===== src/rtl/seq_divider_if.sv =====
// Request/result bundle for the sequential 8-by-4 divider.
// The master drives the operands and Start; the slave returns results and status.
interface seq_divider_if;
   logic       Start;
   logic [7:0] Dividend;
   logic [3:0] Divisor;
   logic [7:0] Quotient;
   logic [3:0] Remainder;
   logic       Busy;
   logic       Done;
   logic       DivByZero;

   modport master (
      output Start, Dividend, Divisor,
      input  Quotient, Remainder, Busy, Done, DivByZero
   );

   modport slave (
      input  Start, Dividend, Divisor,
      output Quotient, Remainder, Busy, Done, DivByZero
   );
endinterface


===== src/rtl/seq_divider.sv =====
// Sequential restoring divider: 8-bit dividend by 4-bit divisor.
// It produces one quotient bit per clock, MSB first, and takes 8 iterations.
// A zero divisor bypasses the iterations and reports FF r0 with DivByZero set.
// Result registers change only when the FSM enters DONE, so they stay stable
// through IDLE and through the next CALC.
module seq_divider (
   input  logic        Clock,
   input  logic        Reset_b,
   seq_divider_if.slave bus
);

   typedef enum logic [1:0] {
      IDLE = 2'd0,
      CALC = 2'd1,
      DONE = 2'd2
   } state_e;

   state_e      state_q, state_d;
   logic [7:0]  dvd_q,   dvd_d;     // dividend shift register, MSB consumed first
   logic [3:0]  dvs_q,   dvs_d;     // latched divisor
   logic [3:0]  rem_q,   rem_d;     // restored remainder between iterations
   logic [7:0]  quo_q,   quo_d;     // quotient bits shifted in LSB-side
   logic [2:0]  cnt_q,   cnt_d;     // iteration index 0..7
   logic [7:0]  qout_q,  qout_d;    // published quotient
   logic [3:0]  rout_q,  rout_d;    // published remainder
   logic        dbz_q,   dbz_d;     // published divide-by-zero flag

   // 5-bit partial remainder for the current iteration
   logic [4:0]  part_rem;
   logic [4:0]  part_sub;
   logic        qbit;

   // One restoring step: shift in the next dividend bit, then trial-subtract.
   // The restored remainder is always below the divisor, so 4 stored bits
   // suffice; the widened 5-bit partial value absorbs the shift.
   always_comb begin
      part_rem = {rem_q, dvd_q[7]};
      if (part_rem >= {1'b0, dvs_q}) begin
         part_sub = part_rem - {1'b0, dvs_q};
         qbit     = 1'b1;
      end else begin
         part_sub = part_rem;
         qbit     = 1'b0;
      end
   end

   // Next-state and datapath update logic.
   always_comb begin
      state_d = state_q;
      dvd_d   = dvd_q;
      dvs_d   = dvs_q;
      rem_d   = rem_q;
      quo_d   = quo_q;
      cnt_d   = cnt_q;
      qout_d  = qout_q;
      rout_d  = rout_q;
      dbz_d   = dbz_q;

      case (state_q)
         IDLE: begin
            if (bus.Start) begin
               dvd_d = bus.Dividend;
               dvs_d = bus.Divisor;
               rem_d = '0;
               quo_d = '0;
               cnt_d = '0;
               if (bus.Divisor == '0) begin
                  state_d = DONE;
                  qout_d  = '1;
                  rout_d  = '0;
                  dbz_d   = 1'b1;
               end else begin
                  state_d = CALC;
                  dbz_d   = 1'b0;
               end
            end
         end

         CALC: begin
            rem_d = 4'(part_sub);
            dvd_d = {dvd_q[6:0], 1'b0};
            quo_d = {quo_q[6:0], qbit};
            cnt_d = cnt_q + 3'd1;
            if (cnt_q == 3'd7) begin
               state_d = DONE;
               qout_d  = {quo_q[6:0], qbit};
               rout_d  = 4'(part_sub);
            end
         end

         DONE: begin
            state_d = IDLE;
         end

         default: begin
            state_d = IDLE;
         end
      endcase
   end

   // State and datapath registers with asynchronous active-low clear.
   always_ff @(posedge Clock or negedge Reset_b) begin
      if (!Reset_b) begin
         state_q <= IDLE;
         dvd_q   <= '0;
         dvs_q   <= '0;
         rem_q   <= '0;
         quo_q   <= '0;
         cnt_q   <= '0;
         qout_q  <= '0;
         rout_q  <= '0;
         dbz_q   <= 1'b0;
      end else begin
         state_q <= state_d;
         dvd_q   <= dvd_d;
         dvs_q   <= dvs_d;
         rem_q   <= rem_d;
         quo_q   <= quo_d;
         cnt_q   <= cnt_d;
         qout_q  <= qout_d;
         rout_q  <= rout_d;
         dbz_q   <= dbz_d;
      end
   end

   assign bus.Quotient  = qout_q;
   assign bus.Remainder = rout_q;
   assign bus.DivByZero = dbz_q;
   assign bus.Busy      = (state_q == CALC);
   assign bus.Done      = (state_q == DONE);

endmodule


===== src/flat_wrapper.sv =====
// flat-port wrapper written by rule: the top's interface ports become plain ports
module seq_divider_flat 
  (Clock, Reset_b, bus_Start, bus_Dividend, bus_Divisor, bus_Quotient, bus_Remainder, bus_Busy, bus_Done, bus_DivByZero);
  seq_divider_if bus_i ();
  input  logic Clock;
  input  logic Reset_b;
  input wire logic [$bits(bus_i.Start)-1:0] bus_Start;
  input wire logic [$bits(bus_i.Dividend)-1:0] bus_Dividend;
  input wire logic [$bits(bus_i.Divisor)-1:0] bus_Divisor;
  output wire logic [$bits(bus_i.Quotient)-1:0] bus_Quotient;
  output wire logic [$bits(bus_i.Remainder)-1:0] bus_Remainder;
  output wire logic [$bits(bus_i.Busy)-1:0] bus_Busy;
  output wire logic [$bits(bus_i.Done)-1:0] bus_Done;
  output wire logic [$bits(bus_i.DivByZero)-1:0] bus_DivByZero;
  assign bus_i.Start = bus_Start;
  assign bus_i.Dividend = bus_Dividend;
  assign bus_i.Divisor = bus_Divisor;
  assign bus_Quotient = bus_i.Quotient;
  assign bus_Remainder = bus_i.Remainder;
  assign bus_Busy = bus_i.Busy;
  assign bus_Done = bus_i.Done;
  assign bus_DivByZero = bus_i.DivByZero;
  seq_divider u_core (.Clock(Clock), .Reset_b(Reset_b), .bus(bus_i));
endmodule

===== config.mk =====
export PLATFORM = sky130hd
export DESIGN_NAME = seq_divider_flat
export DESIGN_NICKNAME = d
export VERILOG_FILES = /design/src/rtl/seq_divider_if.sv /design/src/rtl/seq_divider.sv /design/src/flat_wrapper.sv
export SDC_FILE = /design/constraint.sdc
export NUM_CORES = 1
export LEC_CHECK = 0
export ABC_AREA = 1
export ABC_CLOCK_PERIOD_IN_PS = 3470
export BUFFER_PORTS_ARGS = -buffer_cell sky130_fd_sc_hd__buf_2
export CORE_MARGIN = 2
export CORE_UTILIZATION = 45
export CTS_CLUSTER_SIZE = 24
export DETAILED_ROUTE_END_ITERATION = 6
export MAX_ROUTING_LAYER = met4
export PLACE_DENSITY = 0.66
export SYNTH_ARGS = -nofsm -noshare
export SYNTH_HDL_FRONTEND = slang
export SYNTH_SLANG_ARGS = --single-unit

===== constraint.sdc =====
create_clock -name Clock -period 3.47 [get_ports Clock]
set_input_delay 0.694 -clock Clock [delete_from_list [all_inputs] [get_ports Clock]]
set_output_delay 0.694 -clock Clock [all_outputs]
set_load 0.05 [all_outputs]

Yosys cells after proc, flatten, opt, wreduce, memory -nomap -nowiden:

Index checks and enable logic that the tools add are counted.

* add/subtract/negate cells: 2
* multipliers: 0
* div/mod/pow operators: 0
* order comparisons: 1
* eq/ne operators: 6
* shifts and indexed selects: 0
* mux-type cells: 23
* bitwise operators: 0
* reductions and logical operators: 7

Operators by type and width (number)
* two-way mux 8 bit: 4
* one-hot mux 8 bit (2 select lines): 2
* two-way mux 4 bit: 5
* one-hot mux 4 bit (2 select lines): 2
* one-hot mux 7 bit (2 select lines): 1
* two-way mux 7 bit: 1
* two-way mux 2 bit: 3
* one-hot mux 3 bit (2 select lines): 1
* AND reduction 2 bit: 3
* greater-or-equal comparator 5 x 4 -> 1 bit: 1
* logical NOT 4 bit: 1
* != test 2 x 1 -> 1 bit (second input constant): 2
* one-hot mux 2 bit (2 select lines): 1
* AND reduction 4 bit: 1
* subtractor 4 bit: 1
* adder 3 x 1 -> 3 bit (second input constant): 1
* equality test 3 bit (second input constant): 1
* two-way mux 3 bit: 1
* equality test 2 x 1 -> 1 bit (second input constant): 1
* equality test 2 bit (second input constant): 1
* logical NOT 2 bit: 1
* two-way mux 1 bit: 2
* != test 2 bit (second input constant): 1
* nonzero test 2 bit: 1

* flip-flop bits (word level): 41
* latch bits: 0
* RAM bits: 0
* memory bits (read-only): 0
* output and inout port bits: 15
* memories: 0

Logic depth before layout (Yosys ltp):

* word-level depth: 4
* mapped depth: 12
* gate-level depth less buffers: 12

Worst setup path before layout:

Ideal clock, no wire load.

* path type: register -> output
* from: register u_core.state_q[0]
* to: output bus_Busy
* arrival time: 1.340 ns
* required time: 2.776 ns
* setup slack: 1.436 ns
* cell stages (with the launch flop): 4
* path buffers: 1
* cell sequence: dfrtp_1 inv_2 nor2_4 clkbuf_1

* cells in the longest elaborated chain, start to end: 1

RTL lines
* from (decl): line seq_divider.sv:18 `state_e state_q, state_d;`
* from (signal assigned): line seq_divider.sv:114 `state_q <= state_d;`
* equality test 2 x 1 -> 1 bit: line seq_divider.sv:129 `assign bus.Busy = (state_q == CALC);`
* to (decl): line flat_wrapper.sv:12 `output wire logic [$bits(bus_i.Busy)-1:0] bus_Busy;`

No other way between the ends.

Worst setup path after layout:

Same ends and word-level chain as after synthesis.

==> out/results.ini <==
[outcome]
status = finished clean

[timing]
worst_pin_slew_ns = 0.870
slew_violations = 0
fin_crit_ns = 2.18
tns_ns = 0
hold_violations = 0
max_freq_ghz = 0.458
rsz0062_at_grt = false
relSlewSlack = 0.420
fin_crit_sh = 0.629
fin_skew_ns = 0.00395
setup_viol = 0

[floorplan]
coreArea_um2 = 4030
die_h_um = 68.9
pin_count = 30
start_util = 0.471
design.die.area_um2 = 4750
rows = 23
dieWidth_um = 68.9

[layout]
area_delta_synth_final_pct = 16.2
final.fill_count = 383
final_nets = 256
multiInputGateArea_um2 = 776
mostFrequentLayoutCells = nand2_1 (50), dfrtp_1 (41), buf_2 (29)
drive_above_1_share = 0.230
final_common_cell = nand2_1
fin_cells = 285
seq_area_um2 = 1030
antenna_cells = 0

[critical_path]
r2r_slack_ns = 1.62
endpoint_kind = output pin
crit_fanout = 13
slowest_stage = dfrtp_1
rr_startpoint = u_core.rem_q[1]$_DFFE_PN0P_
start_kind = register
critPathMaxStageDelay_ns = 0.42
ff2ff_path_depth = 9
crit_path_start = u_core.state_q[0]$_DFFE_PN0P_
worstPathCellList = inv_2 > nor2_4 > buf_2
crit_type = reg -> out
critical_path_depth = 3
critical_path_buf_inv_count = 2
path_delay_family = flip-flops
cp.required_ns = 2.78
r2r_end = u_core.bus.Remainder[2]$_DFFE_PN0P_
arrival_ns = 1.49
crit_end = bus_Busy

[placement]
placed_cells = 277
dp_hpwl_um = 2560
io_buffers = 29
gp_congestion = 0.768

[yosys]
ys_types = 27
synth.area.top_cells = dfrtp_1 (54%), nand2_1 (9.9%), nor2_1 (4.6%)
syn_avg_cell_area_um2 = 9.39
synth_top_area_share = 0.541
synth_cells = 202
syn_area_um2 = 1900
synth_nets = 224
synth.ff_latch_count = 41
yosysWarnings = 0
synth-seq-area-share = 0.541
synth.largest_area_cell = dfrtp_1

[drt]
wl_per_cell_um = 12.7
wl_um = 3610
ant_nets = 0
drt-vias-per-instance = 5.05
drtPass1Iterations = 4
drt-initial-drc-count = 131
drc = 0
routed-via-count = 1440

[global_route]
grt_usage = 0.191
grt-ovfl-total = 0
grt_pass1_vias = 1369
use_met3 = 0.0406
grt_antenna_before_repair = 0
met2_usage = 0.278
busiest_layer = met2
grt_max_degree = 42
use_met1 = 0.263
grt_pass1_wl_um = 6350

[clock_tree]
cts_hold_buf = 0
cts_root_buffer = clkbuf_8
h-tree-depth = 2
ctsResizeCount = 0
cts_made_buffers = 5
clock_sinks = 41
postCtsSetupBuffers = 0
clkLatencyLatePin_ns = 0.29
clockBufferDepth = 2
cts_tree = done
clkTransAtPathRegs_ns = 0.08

[run]
maxCapViolCount = 0

[min_path]
min_path_type = reg -> reg

-- registers in the layout (all words and copies together), names as in the netlist --
| signal | count |
|---|---|
| u_core.bus.Remainder | 4 |
| u_core.dvs_q | 4 |
| u_core.dvd_q | 8 |
| u_core.cnt_q | 3 |
| u_core.bus.DivByZero | 1 |
| u_core.rem_q | 4 |
| u_core.bus.Quotient | 8 |
| u_core.quo_q | 7 |
| u_core.state_q | 2 |
-- Yosys cell counts --
cell type	instances
a21oi_1	7
a22o_1	4
buf_2	1
buf_6	1
clkbuf_1	3
clkinv_4	1
dfrtp_1	41
fa_1	1
ha_1	6
inv_1	11
inv_2	3
inv_4	1
nand2_1	50
nand2_2	1
nand2_4	1
nand3_1	9
nand4_1	3
nor2_1	23
nor2_4	3
nor2_8	2
nor3_1	7
o211ai_1	1
o21ai_0	7
o21ai_1	2
o21ai_2	4
o22ai_1	8
xnor2_1	1
-- per-layer routing --
layer / part of all wire / vias up / routed length (µm)
li1: - / 738 / -
met1: 0.50 / 660 / 1810
met2: 0.43 / 35 / 1550
met3: 0.050 / 7 / 179
met4: 0.017 / 0 / 61
met5: 0 / - / 0
-- worst reg2reg max path, cell delays in order, from the launching register on --
cell,delay [ns]
dfrtp_1,0.42
ha_1,0.36
a21oi_1,0.23
nand2_1,0.09
nand2_1,0.14
nand2_1,0.18
nand3_1,0.14
nand2_1,0.06
nand2_1,0.06
nand2_1,0.05
-- through the flow --
stage          worst slack [ns]  utilization  hold WS (ns)  instance area, µm²
6_report                   1.29        0.547         0.480                2200
5_1_grt                    1.21        0.547         0.517                2200
4_1_cts                    1.26        0.547         0.482                2200
3_5_place_dp               1.40        0.517         0.461                2080
3_3_place_gp               1.44        0.517         0.463                2080
2_1_floorplan              1.44            -         0.398                1900
-- how the worst min path moves through the flow --
stage	start	slack, ns	depth (start not counted)	to
finish	u_core.bus.Quotient[0]$_DFFE_PN0P_	0.48	2	u_core.bus.Quotient[0]$_DFFE_PN0P_
detailed placement	u_core.bus.Quotient[0]$_DFFE_PN0P_	0.46	2	u_core.bus.Quotient[0]$_DFFE_PN0P_
floorplan	Reset_b	0.40	0	u_core.bus.DivByZero$_DFFE_PN0P_
CTS	u_core.bus.Quotient[0]$_DFFE_PN0P_	0.48	2	u_core.bus.Quotient[0]$_DFFE_PN0P_
global route	u_core.bus.Quotient[3]$_DFFE_PN0P_	0.52	2	u_core.bus.Quotient[3]$_DFFE_PN0P_
global placement	u_core.bus.Quotient[5]$_DFFE_PN0P_	0.46	2	u_core.bus.Quotient[5]$_DFFE_PN0P_
-- cell families after synthesis --
| family | Yosys count | synth area share |
|---|---|---|
| adder cells (fa/ha/maj) | 7 | 0.0501 |
| XOR/XNOR | 1 | 0.00462 |
| buffers and inverters | 21 | 0.0501 |
| AND/OR/NAND/NOR | 99 | 0.245 |
| flip-flops | 41 | 0.541 |
| AO/OA/AOI/OAI | 33 | 0.109 |
-- layout make-up --
type	instances	share of cell area
sequential	41	0.465
tap	50	0.0284
inverter	16	0.0306
clock inverter	2	0.0170
timing repair buffer	30	0.0692
multi-input combinational	140	0.352
clock buffer	6	0.0375
Power is not shown: default switching activity piles up to over one toggle a cycle in this logic, so the estimate is an artifact.
